<file path="config.mk">
export PLATFORM = sky130hd
export DESIGN_NAME = regfile_dump
export DESIGN_NICKNAME = d
export VERILOG_FILES = /design/src/rtl/regfile_dump.sv
export SDC_FILE = /design/constraint.sdc
export NUM_CORES = 2
export LEC_CHECK = 0
export CELL_PAD_IN_SITES_DETAIL_PLACEMENT = 1
export CELL_PAD_IN_SITES_GLOBAL_PLACEMENT = 1
export CORE_ASPECT_RATIO = 1.5
export CORE_MARGIN = 5
export CORE_UTILIZATION = 30
export DETAILED_ROUTE_END_ITERATION = 8
export HOLD_SLACK_MARGIN = 0.15
export PLACE_DENSITY = 0.5
export SETUP_SLACK_MARGIN = 0.5
export SYNTH_ARGS = -nofsm -noshare
export SYNTH_HDL_FRONTEND = slang
export SYNTH_SLANG_ARGS = --single-unit
</file>
<file path="constraint.sdc">
create_clock -name clk12 -period 58.6 [get_ports clk12]
set_clock_uncertainty 0.05 [all_clocks]
set_input_delay 11.72 -clock clk12 [delete_from_list [all_inputs] [get_ports clk12]]
set_output_delay 11.72 -clock clk12 [all_outputs]
set_load 0.03 [all_outputs]
</file>
<file path="src/rtl/regfile_dump.sv">
// Register file with NUM_RD registered read ports, one write port and a UART
// dump engine that streams full or dirty-only framed, XOR-checksummed snapshots.
module regfile_dump #(
  parameter int          NUM_REGS = 32,
  parameter int          XLEN     = 32,
  parameter int          NUM_RD   = 2,
  parameter bit          ZERO_REG = 1'b1,
  parameter logic [7:0]  HEADER   = 8'hA5,
  parameter int          AW       = $clog2(NUM_REGS)
) (
  input  logic                     clk12,
  input  logic                     rst,
  input  logic                     wr_en,
  input  logic [AW-1:0]            wr_addr,
  input  logic [XLEN-1:0]          wr_data,
  input  logic [NUM_RD*AW-1:0]     rd_addr,
  output logic [NUM_RD*XLEN-1:0]   rd_data,
  input  logic                     dump_req,
  input  logic                     dump_mode,
  output logic [7:0]               tx_data,
  output logic                     tx_start,
  input  logic                     tx_ready,
  output logic                     busy,
  output logic                     dump_done
);

  localparam int NB = XLEN / 8;
  localparam int BW = (NB > 1) ? $clog2(NB) : 1;
  localparam logic [AW-1:0] LAST_REG  = AW'(NUM_REGS - 1);
  localparam logic [BW-1:0] LAST_BYTE = BW'(NB - 1);

  typedef enum logic [2:0] {IDLE, SCAN, LOAD, START, WAIT} state_t;
  typedef enum logic [1:0] {K_HDR, K_IDX, K_DATA, K_CSUM} kind_t;
  typedef enum logic [2:0] {LD_NONE, LD_HDR, LD_IDX, LD_DATA, LD_CSUM} ld_t;

  logic [XLEN-1:0] regs [NUM_REGS];
  logic [NUM_REGS-1:0] dirty;
  state_t state, state_next;
  kind_t  kind, kind_next;
  ld_t    ld;
  logic mode, mode_next, pend, pend_next, pend_mode, pend_mode_next;
  logic [AW-1:0] reg_idx, reg_next;
  logic [BW-1:0] byte_idx, byte_next;
  logic [7:0] csum, csum_next, data_next;
  logic clr_en, done_next, wr_ok;

  function automatic logic [7:0] get_byte(input logic [XLEN-1:0] word, input logic [BW-1:0] idx);
    return 8'(word >> (32'd8 * 32'(idx)));
  endfunction

  assign wr_ok = wr_en && (int'(wr_addr) < NUM_REGS) &&
                 !((ZERO_REG == 1'b1) && (wr_addr == {AW{1'b0}}));

  // Register storage and registered read ports (reads see the pre-write value).
  always_ff @(posedge clk12 or posedge rst) begin
    if (rst) begin
      for (int r = 0; r < NUM_REGS; r++) regs[r] <= {XLEN{1'b0}};
      rd_data <= {(NUM_RD*XLEN){1'b0}};
    end else begin
      if (wr_ok) regs[wr_addr] <= wr_data;
      for (int k = 0; k < NUM_RD; k++)
        rd_data[k*XLEN +: XLEN] <= (int'(rd_addr[k*AW +: AW]) < NUM_REGS) ?
                                   regs[rd_addr[k*AW +: AW]] : {XLEN{1'b0}};
    end
  end

  // Dirty tracking: a write in the same cycle as the clear keeps the bit set.
  always_ff @(posedge clk12 or posedge rst) begin
    if (rst) begin
      dirty <= {NUM_REGS{1'b0}};
    end else begin
      for (int r = 0; r < NUM_REGS; r++) begin
        if (wr_ok && (wr_addr == AW'(r))) dirty[r] <= 1'b1;
        else if (clr_en && (reg_next == AW'(r))) dirty[r] <= 1'b0;
        else dirty[r] <= dirty[r];
      end
    end
  end

  // Next-state logic: first decide what to load next, then perform the load.
  always_comb begin
    state_next = state;    kind_next = kind;     mode_next = mode;
    pend_next  = pend;     pend_mode_next = pend_mode;
    reg_next   = reg_idx;  byte_next = byte_idx;
    csum_next  = csum;     data_next = tx_data;
    ld = LD_NONE; done_next = 1'b0; clr_en = 1'b0;

    if ((state != IDLE) && dump_req && !pend) begin
      pend_next = 1'b1;
      pend_mode_next = dump_mode;
    end else begin
      pend_next = pend;
    end

    case (state)
      IDLE: begin
        if (pend || dump_req) begin
          mode_next = pend ? pend_mode : dump_mode;
          pend_next = 1'b0;
          csum_next = 8'h00;
          reg_next  = {AW{1'b0}};
          byte_next = {BW{1'b0}};
          ld = LD_HDR;
        end else begin
          ld = LD_NONE;
        end
      end
      SCAN: begin
        if (dirty[reg_idx]) ld = LD_IDX;
        else if (reg_idx == LAST_REG) ld = LD_CSUM;
        else reg_next = reg_idx + AW'(1'b1);
      end
      LOAD:  state_next = START;
      START: begin
        if (!tx_ready) state_next = WAIT;
        else state_next = START;
      end
      WAIT: begin
        if (tx_ready) begin
          case (kind)
            K_HDR: begin
              if (mode) state_next = SCAN;
              else ld = LD_DATA;
            end
            K_IDX: ld = LD_DATA;
            K_DATA: begin
              if (byte_idx != LAST_BYTE) begin
                byte_next = byte_idx + BW'(1'b1);
                ld = LD_DATA;
              end else if (reg_idx == LAST_REG) begin
                ld = LD_CSUM;
              end else begin
                reg_next  = reg_idx + AW'(1'b1);
                byte_next = {BW{1'b0}};
                if (mode) state_next = SCAN;
                else ld = LD_DATA;
              end
            end
            K_CSUM: begin
              state_next = IDLE;
              done_next  = 1'b1;
            end
            default: state_next = IDLE;
          endcase
        end else begin
          state_next = WAIT;
        end
      end
      default: state_next = IDLE;
    endcase

    // Data bytes come from the live register file at load time.
    case (ld)
      LD_HDR:  begin data_next = HEADER; kind_next = K_HDR; state_next = LOAD; end
      LD_IDX:  begin
        data_next = 8'(reg_next); csum_next = csum ^ data_next;
        kind_next = K_IDX; state_next = LOAD;
      end
      LD_DATA: begin
        data_next = get_byte(regs[reg_next], byte_next); csum_next = csum ^ data_next;
        clr_en = (byte_next == {BW{1'b0}}); kind_next = K_DATA; state_next = LOAD;
      end
      LD_CSUM: begin data_next = csum; kind_next = K_CSUM; state_next = LOAD; end
      default: clr_en = 1'b0;
    endcase
  end

  // Engine state and registered outputs.
  always_ff @(posedge clk12 or posedge rst) begin
    if (rst) begin
      state <= IDLE; kind <= K_HDR; mode <= 1'b0;
      pend <= 1'b0; pend_mode <= 1'b0;
      reg_idx <= {AW{1'b0}}; byte_idx <= {BW{1'b0}}; csum <= 8'h00;
      tx_data <= 8'h00; tx_start <= 1'b0; busy <= 1'b0; dump_done <= 1'b0;
    end else begin
      state <= state_next; kind <= kind_next; mode <= mode_next;
      pend <= pend_next; pend_mode <= pend_mode_next;
      reg_idx <= reg_next; byte_idx <= byte_next; csum <= csum_next;
      tx_data   <= data_next;
      tx_start  <= (state_next == START);
      busy      <= (state_next != IDLE) || pend_next || done_next;
      dump_done <= done_next;
    end
  end

endmodule
</file>
==> metrics.md <==
| Metric | Value |
|---|---|
| Status | `finished clean` |
| WS Path Type | `input port to flop` |
| Gate power share | `35.0%` |
| Xor/xnor cell area share of the yosys netlist | `0.01278%` |
| Layout net count | `5188` |
| Gr ovfl total | `0` |
| Critical Path End Type | `flop` |
| Drt first pass iters | `7` |
| Crit path largest cell delay | `0.85 ns` |
| Gpl congestion | `0.8448` |
| CTS tree | `yes` |
| Sequential share of the synthesized area | `42.12%` |
| FF+latch count, synth | `1154` |
| Max Cap Viol | `0` |
| Crit share post-route | `29.37%` |
| DR iter-0 viols | `3684` |
| Root Buffer | `clkbuf_16` |
| Final Hold Violating Endpoints | `0` |
| Clock net sink count | `1154` |
| Fmax | `0.05811 GHz` |
| Layout cells sized above 1 | `40.96%` |
| RSZ-0062 raised after global routing | `no` |
| Hold-fix buffers at CTS | `0` |
| Gates resized, CTS repair | `0` |
| DRC | `0` |
| Netlist cell types | `95` |
| Vias in the first global route | `52.37k` |
| # Post-CTS Setup Buffers | `0` |
| Syn_nets | `5339` |
| Number of antenna violations at the first check in global routing | `17` |
| Adder-Cell Fraction of Synth Area | `0.03650%` |
| CTS Buf Count | `140` |
| Fin cells | `8272` |
| Worst VDD drop | `0.00003554 V` |
| Sum Neg Setup Slack | `0 ns` |
| DIE AREA | `238400 sq um` |
| Post-synth EDFFs | `0` |
| Sequential power share | `36.1%` |
| WP buf/inv | `4` |
| First-pass GRT wire length | `433700 um` |
| Ys Warns | `0` |
| Required time of the critical path | `59.29 ns` |
| Most common cell in the netlist | `dfrtp_1` |
| Max-slew violations | `0` |
| Hold Crit Class | `flop to flop` |
| Compound-gate portion of the synthesized area | `4.751%` |
| Crit path max fanout | `107` |
| Largest net degree at the start of global routing | `172` |
| Hold Worst Slack | `0.3696 ns` |
| Clock period minus worst slack | `17.21 ns` |
| Main synth FF type | `dfrtp_1` |
| Finished Core Util | `33.90%` |
| Multiplexer share of the synthesized area | `42.35%` |
| Vias post-DR | `49.30k` |
| Slowest cell on crit path | `o41ai_1` |
| DR vias/cell | `5.960` |
| Synth Area in Simple Gates | `7.165%` |
| Share of the synthesized area in the top cell type | `42.12%` |
| Ys async rst share | `100.0%` |
| CTS Buffer Depth | `4` |
| Switching Fraction | `37.09%` |
| Core Area | `228100 sq um` |
| Largest family of logic cells by synthesized area | `multiplexers` |
| Hpwl dp | `183900 um` |
| Final wirelength | `307700 um` |
| DIE WIDTH | `400.3 um` |
| Num rows | `215` |
| Initial cell density of the core | `30.05%` |
| WP data arrival | `17.90 ns` |
| Avg WL per Cell | `37.20 um` |
| Synth-to-layout area growth | `12.79%` |
| Total GRT Usage | `25.27%` |
| Total power | `3.094 mW` |
| Clk slew on worst S/H paths | `0.06 ns` |
| Pint | `1.946 mW` |
| Post-synthesis cell area | `68560 sq um` |
| Top Family by Delay on Critical Path | `compound AO/OA/AOI/OAI gates` |
| Startpoint class of the critical path | `input port` |
| CP cell instances | `clkdlybuf4s50_1 > o41ai_1 > nor2_1 > o21ai_0 > o221ai_4 > inv_8 > buf_4 > buf_12 > mux2i_1 > mux2i_1 > o211ai_1 > o221ai_1 > o211ai_1 > a21oi_1 > o22a_1` |
| Antenna-violating nets left | `0` |
| Synth area leaders | `dfrtp_1, mux4_2, mux2_2` |
| Mapped Cells | `5284` |
| Die Height | `595.5 um` |
| Worst-Skew Late Latency | `0.80 ns` |
| Net switching power figure | `1.148 mW` |
| Rel. slew slack | `12.95%` |
| Clock power share | `28.9%` |
| Post-Syn Area per Cell | `12.97 sq um` |
| PwrDens | `40.01 nW/um^2` |
| Port bufs | `127` |
| Worst-margin pin slew | `1.297 ns` |
| Number of setup violations in the final report | `0` |
| Synth area leader | `dfrtp_1` |
| Placed cells | `8029` |
| Max H-tree Level | `4` |
| Synth cell count leaders | `dfrtp_1, mux2_2, nand2_1` |
| Pleak | `31.99 nW` |
| I/O pin cnt | `128` |
==> routing by layer <==
layer	wire length [um]	track usage, %
met1	121900	30.93
met2	154900	43.93
met3	12650	3.037
met4	18220	12.84
met5	14	0
==> per-stage QoR <==
stage | instance area (sq um) | setup slack [ns]
6_report | 77330 | 41.39
5_1_grt | 77310 | 41.15
4_1_cts | 77300 | 41.49
2_1_floorplan | 68560 | 14.33
3_5_place_dp | 72800 | 40.65
3_3_place_gp | 72800 | 40.57
==> final timing paths <==
check / from / endpoint / slack [ns] / cells after the start
setup / recovery: dump_req / tx_data[2]$_DFFE_PP0P_ / 41.39 / 15
hold / removal: regs[1011]$_DFFE_PP0P_ / regs[1011]$_DFFE_PP0P_ / 0.37 / 0
setup reg to reg: reg_idx[0]$_DFF_PP0_ / csum[6]$_DFFE_PP0P_ / 51.75 / 14
hold reg to reg: regs[1011]$_DFFE_PP0P_ / regs[1011]$_DFFE_PP0P_ / 0.37 / 0
max in group asynchronous: rst / regs[1020]$_DFFE_PP0P_ / 43.00 / 6
min in group asynchronous: rst / regs[709]$_DFFE_PP0P_ / 11.43 / 2
==> area by class of cell <==
cell class / instances / area, sq um
Antenna cell: 9 / 22.52
Clock buffer: 203 / 4094
Clock inverter: 31 / 406.6
Fill cell: 24120 / 150800
Inverter: 18 / 90.09
Multi-Input combinational cell: 3549 / 37580
Sequential cell: 1154 / 28880
Tap cell: 3038 / 3801
Timing Repair Buffer: 270 / 2455
==> cell families after synthesis <==
group                      Yosys count
muxes                             1964
DFF                               1154
and+or+nand+nor                   1128
buffers and inverters              581
AOI/OAI and AO/OA                  454
adders and majority gates            2
xor gates and xnor gates             1
==> sequential cells by signal, indices dropped and copies added, names as in the netlist, 2 cells and up <==
signal    count
dirty        32
kind          2
tx_data       8
byte_idx      2
csum          8
rd_data      64
reg_idx       5
regs       1024
state         3
==> worst register-to-register path: stages, from the launching register on <==
cell	delay, ns
dfrtp_1	0.32
buf_4	0.35
mux2_2	0.44
o221ai_2	0.30
nor2_1	0.11
nor4b_2	0.52
o221a_4	0.77
buf_4	0.79
buf_4	0.69
mux2i_1	0.74
mux2i_1	0.38
o211ai_1	0.28
a21oi_1	0.32
or4_1	0.57
mux2i_1	0.15
==> placed cells by master, fill, tap and decap left out, types with 10 or more instances in the layout <==
master and n:
a22oi_1 12, o21ai_0 71, inv_1 12, nor2_4 16
clkinv_2 14, dfrtp_1 1154, o2111ai_1 14, and3_1 11
a311oi_1 18, a32o_1 16, a21oi_1 101, a32oi_1 24
a31oi_1 31, clkbuf_16 143, nor4_1 14, mux2i_1 257
nor2_1 93, mux4_2 642, nand2b_1 14, nand2_1 654
o211ai_1 23, buf_4 138, clkbuf_1 31, clkbuf_8 29
a41oi_1 10, clkdlybuf4s50_1 117, nand3_1 203, a221oi_1 20
nand4_1 37, nor3_1 18, mux2_2 1060, a211oi_1 10
==> power groups by stage <==
| stage | clock (mW) | sequential [mW] | combinational (mW) |
|---|---|---|---|
| final | 0.894 | 1.12 | 1.08 |
| after global routing | 0.942 | 1.14 | 1.15 |
| after CTS | 0.917 | 1.11 | 1.09 |
| after detailed placement | 0 | 1.13 | 1.09 |
| after global placement | 0 | 1.12 | 1.07 |
| after floorplan | 0 | 1.10 | 0.727 |
Power figures use the tool's default switching activity.
